**src/rtl/alu_instr_sequencer.sv**
```systemverilog
// rtl/alu_instr_sequencer.sv - Moore control sequencer for instruction fetch and ALU execute steps.
module alu_instr_sequencer #(
    parameter int NUM_REGS = 16,
    parameter int OPC_W    = 5
) (
    input  logic                clock,
    input  logic                clear,
    input  logic                start,
    input  logic                mem_ready,
    input  logic [31:0]         ir,
    output logic                PCout,
    output logic                MARin,
    output logic                IncPC,
    output logic                PCin,
    output logic                Read,
    output logic                MDRin,
    output logic                MDRout,
    output logic                IRin,
    output logic                Yin,
    output logic                Zlowin,
    output logic                Zlowout,
    output logic                Zhighout,
    output logic                LOin,
    output logic                HIin,
    output logic [NUM_REGS-1:0] Rin,
    output logic [NUM_REGS-1:0] Rout,
    output logic [OPC_W-1:0]    alu_op,
    output logic                busy,
    output logic                done,
    output logic                illegal
);

    typedef enum logic [2:0] {
        S_IDLE, S_T0, S_T1, S_T2, S_T3, S_T4, S_T5, S_T6
    } state_t;

    state_t state_q, state_d;

    logic [4:0] opcode;
    logic [3:0] ra, rb, rc;
    logic       is_rr, is_wide, is_un;
    logic       ra_ok, rb_ok, rc_ok, legal;
    logic       unused_ir;

    assign opcode    = ir[31:27];
    assign ra        = ir[26:23];
    assign rb        = ir[22:19];
    assign rc        = ir[18:15];
    assign unused_ir = ^ir[14:0];

    assign is_rr   = (opcode <= 5'd8);
    assign is_wide = (opcode == 5'd15) || (opcode == 5'd16);
    assign is_un   = (opcode == 5'd17) || (opcode == 5'd18);

    // A field only matters if the instruction class actually reads it.
    assign ra_ok = ({1'b0, ra} < 5'(NUM_REGS));
    assign rb_ok = ({1'b0, rb} < 5'(NUM_REGS));
    assign rc_ok = ({1'b0, rc} < 5'(NUM_REGS));
    assign legal = (is_rr & ra_ok & rb_ok & rc_ok)
                 | (is_wide & rb_ok & rc_ok)
                 | (is_un & ra_ok & rb_ok);

    function automatic logic [NUM_REGS-1:0] onehot(input logic [3:0] idx);
        logic [NUM_REGS-1:0] v;
        v = '0;
        for (int i = 0; i < NUM_REGS; i++) begin
            v[i] = (idx == 4'(i));
        end
        return v;
    endfunction

    always_ff @(posedge clock) begin
        if (clear) begin
            state_q <= S_IDLE;
        end else begin
            state_q <= state_d;
        end
    end

    always_comb begin
        state_d  = state_q;
        PCout    = 1'b0;
        MARin    = 1'b0;
        IncPC    = 1'b0;
        PCin     = 1'b0;
        Read     = 1'b0;
        MDRin    = 1'b0;
        MDRout   = 1'b0;
        IRin     = 1'b0;
        Yin      = 1'b0;
        Zlowin   = 1'b0;
        Zlowout  = 1'b0;
        Zhighout = 1'b0;
        LOin     = 1'b0;
        HIin     = 1'b0;
        Rin      = '0;
        Rout     = '0;
        alu_op   = '0;
        done     = 1'b0;
        illegal  = 1'b0;
        busy     = (state_q != S_IDLE);

        case (state_q)
            S_IDLE: begin
                if (start) begin
                    state_d = S_T0;
                end
            end
            S_T0: begin
                PCout   = 1'b1;
                MARin   = 1'b1;
                IncPC   = 1'b1;
                Zlowin  = 1'b1;
                state_d = S_T1;
            end
            S_T1: begin
                // Re-driving PCin while stalled rewrites the same incremented PC.
                Zlowout = 1'b1;
                PCin    = 1'b1;
                Read    = 1'b1;
                MDRin   = 1'b1;
                if (mem_ready) begin
                    state_d = S_T2;
                end
            end
            S_T2: begin
                MDRout  = 1'b1;
                IRin    = 1'b1;
                state_d = S_T3;
            end
            S_T3: begin
                if (!legal) begin
                    illegal = 1'b1;
                    state_d = S_IDLE;
                end else begin
                    if (!is_un) begin
                        Rout = onehot(rb);
                        Yin  = 1'b1;
                    end
                    state_d = S_T4;
                end
            end
            S_T4: begin
                alu_op  = OPC_W'(opcode);
                Rout    = is_un ? onehot(rb) : onehot(rc);
                Zlowin  = 1'b1;
                state_d = S_T5;
            end
            S_T5: begin
                Zlowout = 1'b1;
                if (is_wide) begin
                    LOin    = 1'b1;
                    state_d = S_T6;
                end else begin
                    Rin     = onehot(ra);
                    done    = 1'b1;
                    state_d = S_IDLE;
                end
            end
            S_T6: begin
                Zhighout = 1'b1;
                HIin     = 1'b1;
                done     = 1'b1;
                state_d  = S_IDLE;
            end
            default: begin
                state_d = S_IDLE;
            end
        endcase
    end

endmodule

```
**config.mk**
```make
export PLATFORM = sky130hd
export DESIGN_NAME = alu_instr_sequencer
export DESIGN_NICKNAME = d
export VERILOG_FILES = /design/src/rtl/alu_instr_sequencer.sv
export SDC_FILE = /design/constraint.sdc
export NUM_CORES = 1
export LEC_CHECK = 0
export BUFFER_PORTS_ARGS = -buffer_cell sky130_fd_sc_hd__buf_2
export CAP_MARGIN = 20
export CORE_ASPECT_RATIO = 0.6
export CORE_UTILIZATION = 32
export DETAILED_ROUTE_END_ITERATION = 12
export PLACE_DENSITY = 0.74
export SYNTH_ARGS = -nofsm -noshare
export SYNTH_HDL_FRONTEND = slang
export SYNTH_SLANG_ARGS = --single-unit
export TNS_END_PERCENT = 5
```
**constraint.sdc**
```tcl
create_clock -name clock -period 1.4 [get_ports clock]
set_input_delay 0.07 -clock clock [delete_from_list [all_inputs] [get_ports clock]]
set_output_delay 0.07 -clock clock [all_outputs]
set_load 0.01 [all_outputs]
```
==> flow_metrics.py <==
metrics = {
    "sta": {
        "grt_setup_unrepaired": "yes",
        "fin_tns_setup_ns": -8.11,
        "setup_ws_ns": -0.418,
        "clock.fmax_mhz": 550,
        "finClkSkew_ns": 0.00219,
        "max_slew_margin_pct": 64.6,
        "hold_ws_ns": 0.0661,
        "setup_viol": 37,
        "layout_worst_path_cycle_share_pct": 130,
        "tightest_slew_ns": 0.528,
        "drv_slew": 0,
        "hold_viol": 0,
        "post-route-min-period_ns": 1.82,
    },
    "floorplan": {
        "dieArea_um2": 3030,
        "rows": 14,
        "die_h_um": 43.0,
        "initial_utilization_pct": 34.8,
        "die_w_um": 70.4,
        "core_um2": 2570,
        "ios": 90,
    },
    "clock_network": {
        "clockBufferDepth": 2,
        "ctsRootBufferMaster": "clkbuf_8",
        "path_clk_slew_ns": 0.03,
        "cts.sinks": 3,
        "cts_tree": "yes",
        "hold_buffers": 0,
        "clk_latency_ns": 0.22,
        "h-tree-depth": 1,
        "cts_buffers": 3,
    },
    "cells_and_area": {
        "drive_gt1_share_pct": 56.4,
        "largest_register_ffs": 3,
        "stdcell_area_um2": 1510,
        "area_delta_synth_final_pct": 68.5,
        "n_antenna_cell": 0,
        "final_common_cell": "buf_2",
        "reg.largest.list": "state_q: 3 flops",
        "final_nets": 255,
        "final_cell_mix": "buf_2, nor2_1, buf_4, nand2b_1, o22ai_1",
        "regMostFlops": "state_q",
        "n_fill_cell": 231,
    },
    "grt": {
        "grt_pass1_vias": 1109,
        "grt_max_degree": 12,
        "grt_pass1_wl_um": 5350,
        "track_usage_pct": 22.7,
        "grt_overflow": 0,
        "antenna_found_initial": 0,
    },
    "synthesis": {
        "yosys.area_share.xor_xnor_pct": 0.976,
        "syn_area_um2": 897,
        "yosys_warnings": 0,
        "synthMuxAreaShare_pct": 1.67,
        "synth_area_leaders": "o22ai_1, nor2_1, nand2b_1, dfxtp_1, buf_4",
        "synth_ff_type": "dfxtp_1",
        "synth.top_cell.area_share_pct": 10.5,
        "async_reset_ff_share_pct": 0,
        "synth-seq-cells": 3,
        "yosysTopAreaCell": "o22ai_1",
        "synth_edf_count": 0,
        "synth_cells": 133,
        "syn_avg_cell_area_um2": 6.75,
        "syn_nets": 169,
        "synthAdderAreaFrac_pct": 0,
        "synthSimpleGateAreaFrac_pct": 50.1,
        "synth-compound-area-share_pct": 29.0,
        "synth.distinct_cells": 42,
        "synth_top_family_by_area": "simple AND/OR/NAND/NOR gates",
        "seq_area_frac_synth_pct": 6.69,
    },
    "min_path": {
        "hold_end": "state_q[1]$_SDFFE_PP0P_",
        "hp-class": "primary input to flop",
        "min_from": "clear",
        "whs_path_depth": 2,
    },
    "drt": {
        "finalWirelength_um": 3650,
        "via_per_inst": 5.60,
        "ant_nets": 0,
        "drt-initial-drc-count": 181,
        "wl_per_cell_um": 14.6,
        "vias": 1399,
        "drc": 0,
        "drt_first_pass_iters": 4,
    },
    "placement": {
        "post-dp-hpwl_um": 2600,
        "placed_area_um2": 1390,
        "port-buffer-count": 74,
        "finalWeightedCongestion": 0.948,
        "post-place-ws_ns": -0.153,
    },
    "critical_path": {
        "cp.arrival_ns": 1.75,
        "critPathSlowestCell": "or3b_4",
        "rr_startpoint": "state_q[1]$_SDFFE_PP0P_",
        "cp_data_required_time_ns": 1.33,
        "worstPathCellList": "or3b_4, a31oi_4, o211ai_1, o22ai_2, buf_2",
        "startpoint_type": "flop",
        "critPathMaxStageDelay_ns": 0.40,
        "r2r-end": "state_q[0]$_SDFFE_PP0P_",
        "crit_fanout": 4,
        "rr_worst_depth": 4,
        "rrSetupSlack_ns": 0.15,
        "end_kind": "primary output",
        "path_class": "flop to primary output",
    },
    "outcome": {
        "violations": "negative setup slack",
        "status": "finished, violations left",
    },
    "power_and_ir_drop": {
        "vdd_ir_drop_max_mv": 0.234,
        "power_density_nw_per_um2": 429,
        "leakage_uw": 0.000798,
    },
    "flow_run": {
        "max-cap-violations": 0,
    },
}
-- critical path, delay by kind of cell (launching register included) --
| family | cells | cell delay, ns |
|---|---|---|
| compound gates | 3 | 0.63 |
| buf+inv | 1 | 0.16 |
| flops | 1 | 0.33 |
| simple gates | 1 | 0.40 |
-- power by group --
| group | total, uW | switching [uW] | internal (uW) |
|---|---|---|---|
| logic | 288 | 160 | 127 |
| clock network | 262 | 67.0 | 195 |
| registers | 99.4 | 5.69 | 93.7 |
-- layer usage --
metal	wire length (um)	up-vias	GRT usage, %
li1	-	664	-
met1	1660	652	34.0
met2	1590	74	31.2
met3	352	9	5.70
met4	55	0	6.00
met5	0	-	0
-- layout make-up --
| type | count | area (um^2) | area share (%) |
|---|---|---|---|
| clock buffer | 4 | 45.0 | 2.98 |
| sequential | 3 | 62.6 | 4.14 |
| timing repair buffer | 95 | 536 | 35.4 |
| tap | 32 | 40.0 | 2.65 |
| inverter | 3 | 11.3 | 0.745 |
| multi-input combinational | 113 | 817 | 54.1 |
-- cells by family after synthesis --
family | count (synthesis)
flip-flops | 3
multiplexers | 1
buffers and inverters | 17
XOR/XNOR | 1
AND/OR/NAND/NOR | 78
AO/OA/AOI/OAI | 33
-- worst max path at each step --
stage	start	slack, ns	to	cells after the start
2_1_floorplan	state_q[0]$_SDFFE_PP0P_	-0.13	Rout[12]	5
3_3_place_gp	state_q[2]$_SDFFE_PP0P_	-0.11	Rout[12]	5
3_5_place_dp	state_q[2]$_SDFFE_PP0P_	-0.15	Rout[12]	5
4_1_cts	state_q[1]$_SDFFE_PP0P_	-0.37	Rout[12]	5
5_1_grt	state_q[2]$_SDFFE_PP0P_	-0.44	Rout[14]	5
6_report	state_q[2]$_SDFFE_PP0P_	-0.42	Rout[14]	5
-- through the flow --
stage	instances	utilization (%)	power, uW
CTS	248	57.0	638
detailed placement	244	54.0	367
finish	250	58.7	649
global route	250	58.7	686
global placement	244	54.0	364
floorplan	133	-	264
-- synthesized netlist by cell type, types with 2 or more instances --
| master | number |
|---|---|
| o21ai_1 | 2 |
| or2_2 | 3 |
| nand3_1 | 2 |
| nand2b_1 | 10 |
| o22ai_1 | 15 |
| nor2b_1 | 4 |
| dfxtp_1 | 3 |
| or3_1 | 6 |
| clkbuf_1 | 3 |
| nor2_1 | 21 |
| nand4_1 | 2 |
| and2_1 | 5 |
| inv_1 | 3 |
| nor3_1 | 7 |
| nand2_1 | 6 |
| buf_4 | 8 |
| nand4b_1 | 5 |
| a21o_1 | 4 |
-- repair_timing --
action,CTS,global route
pin swaps,6,11
buffers inserted,0,2
setup endpoints to repair,37,39
gates resized for setup,5,6
Power figures use the tool's default switching activity.
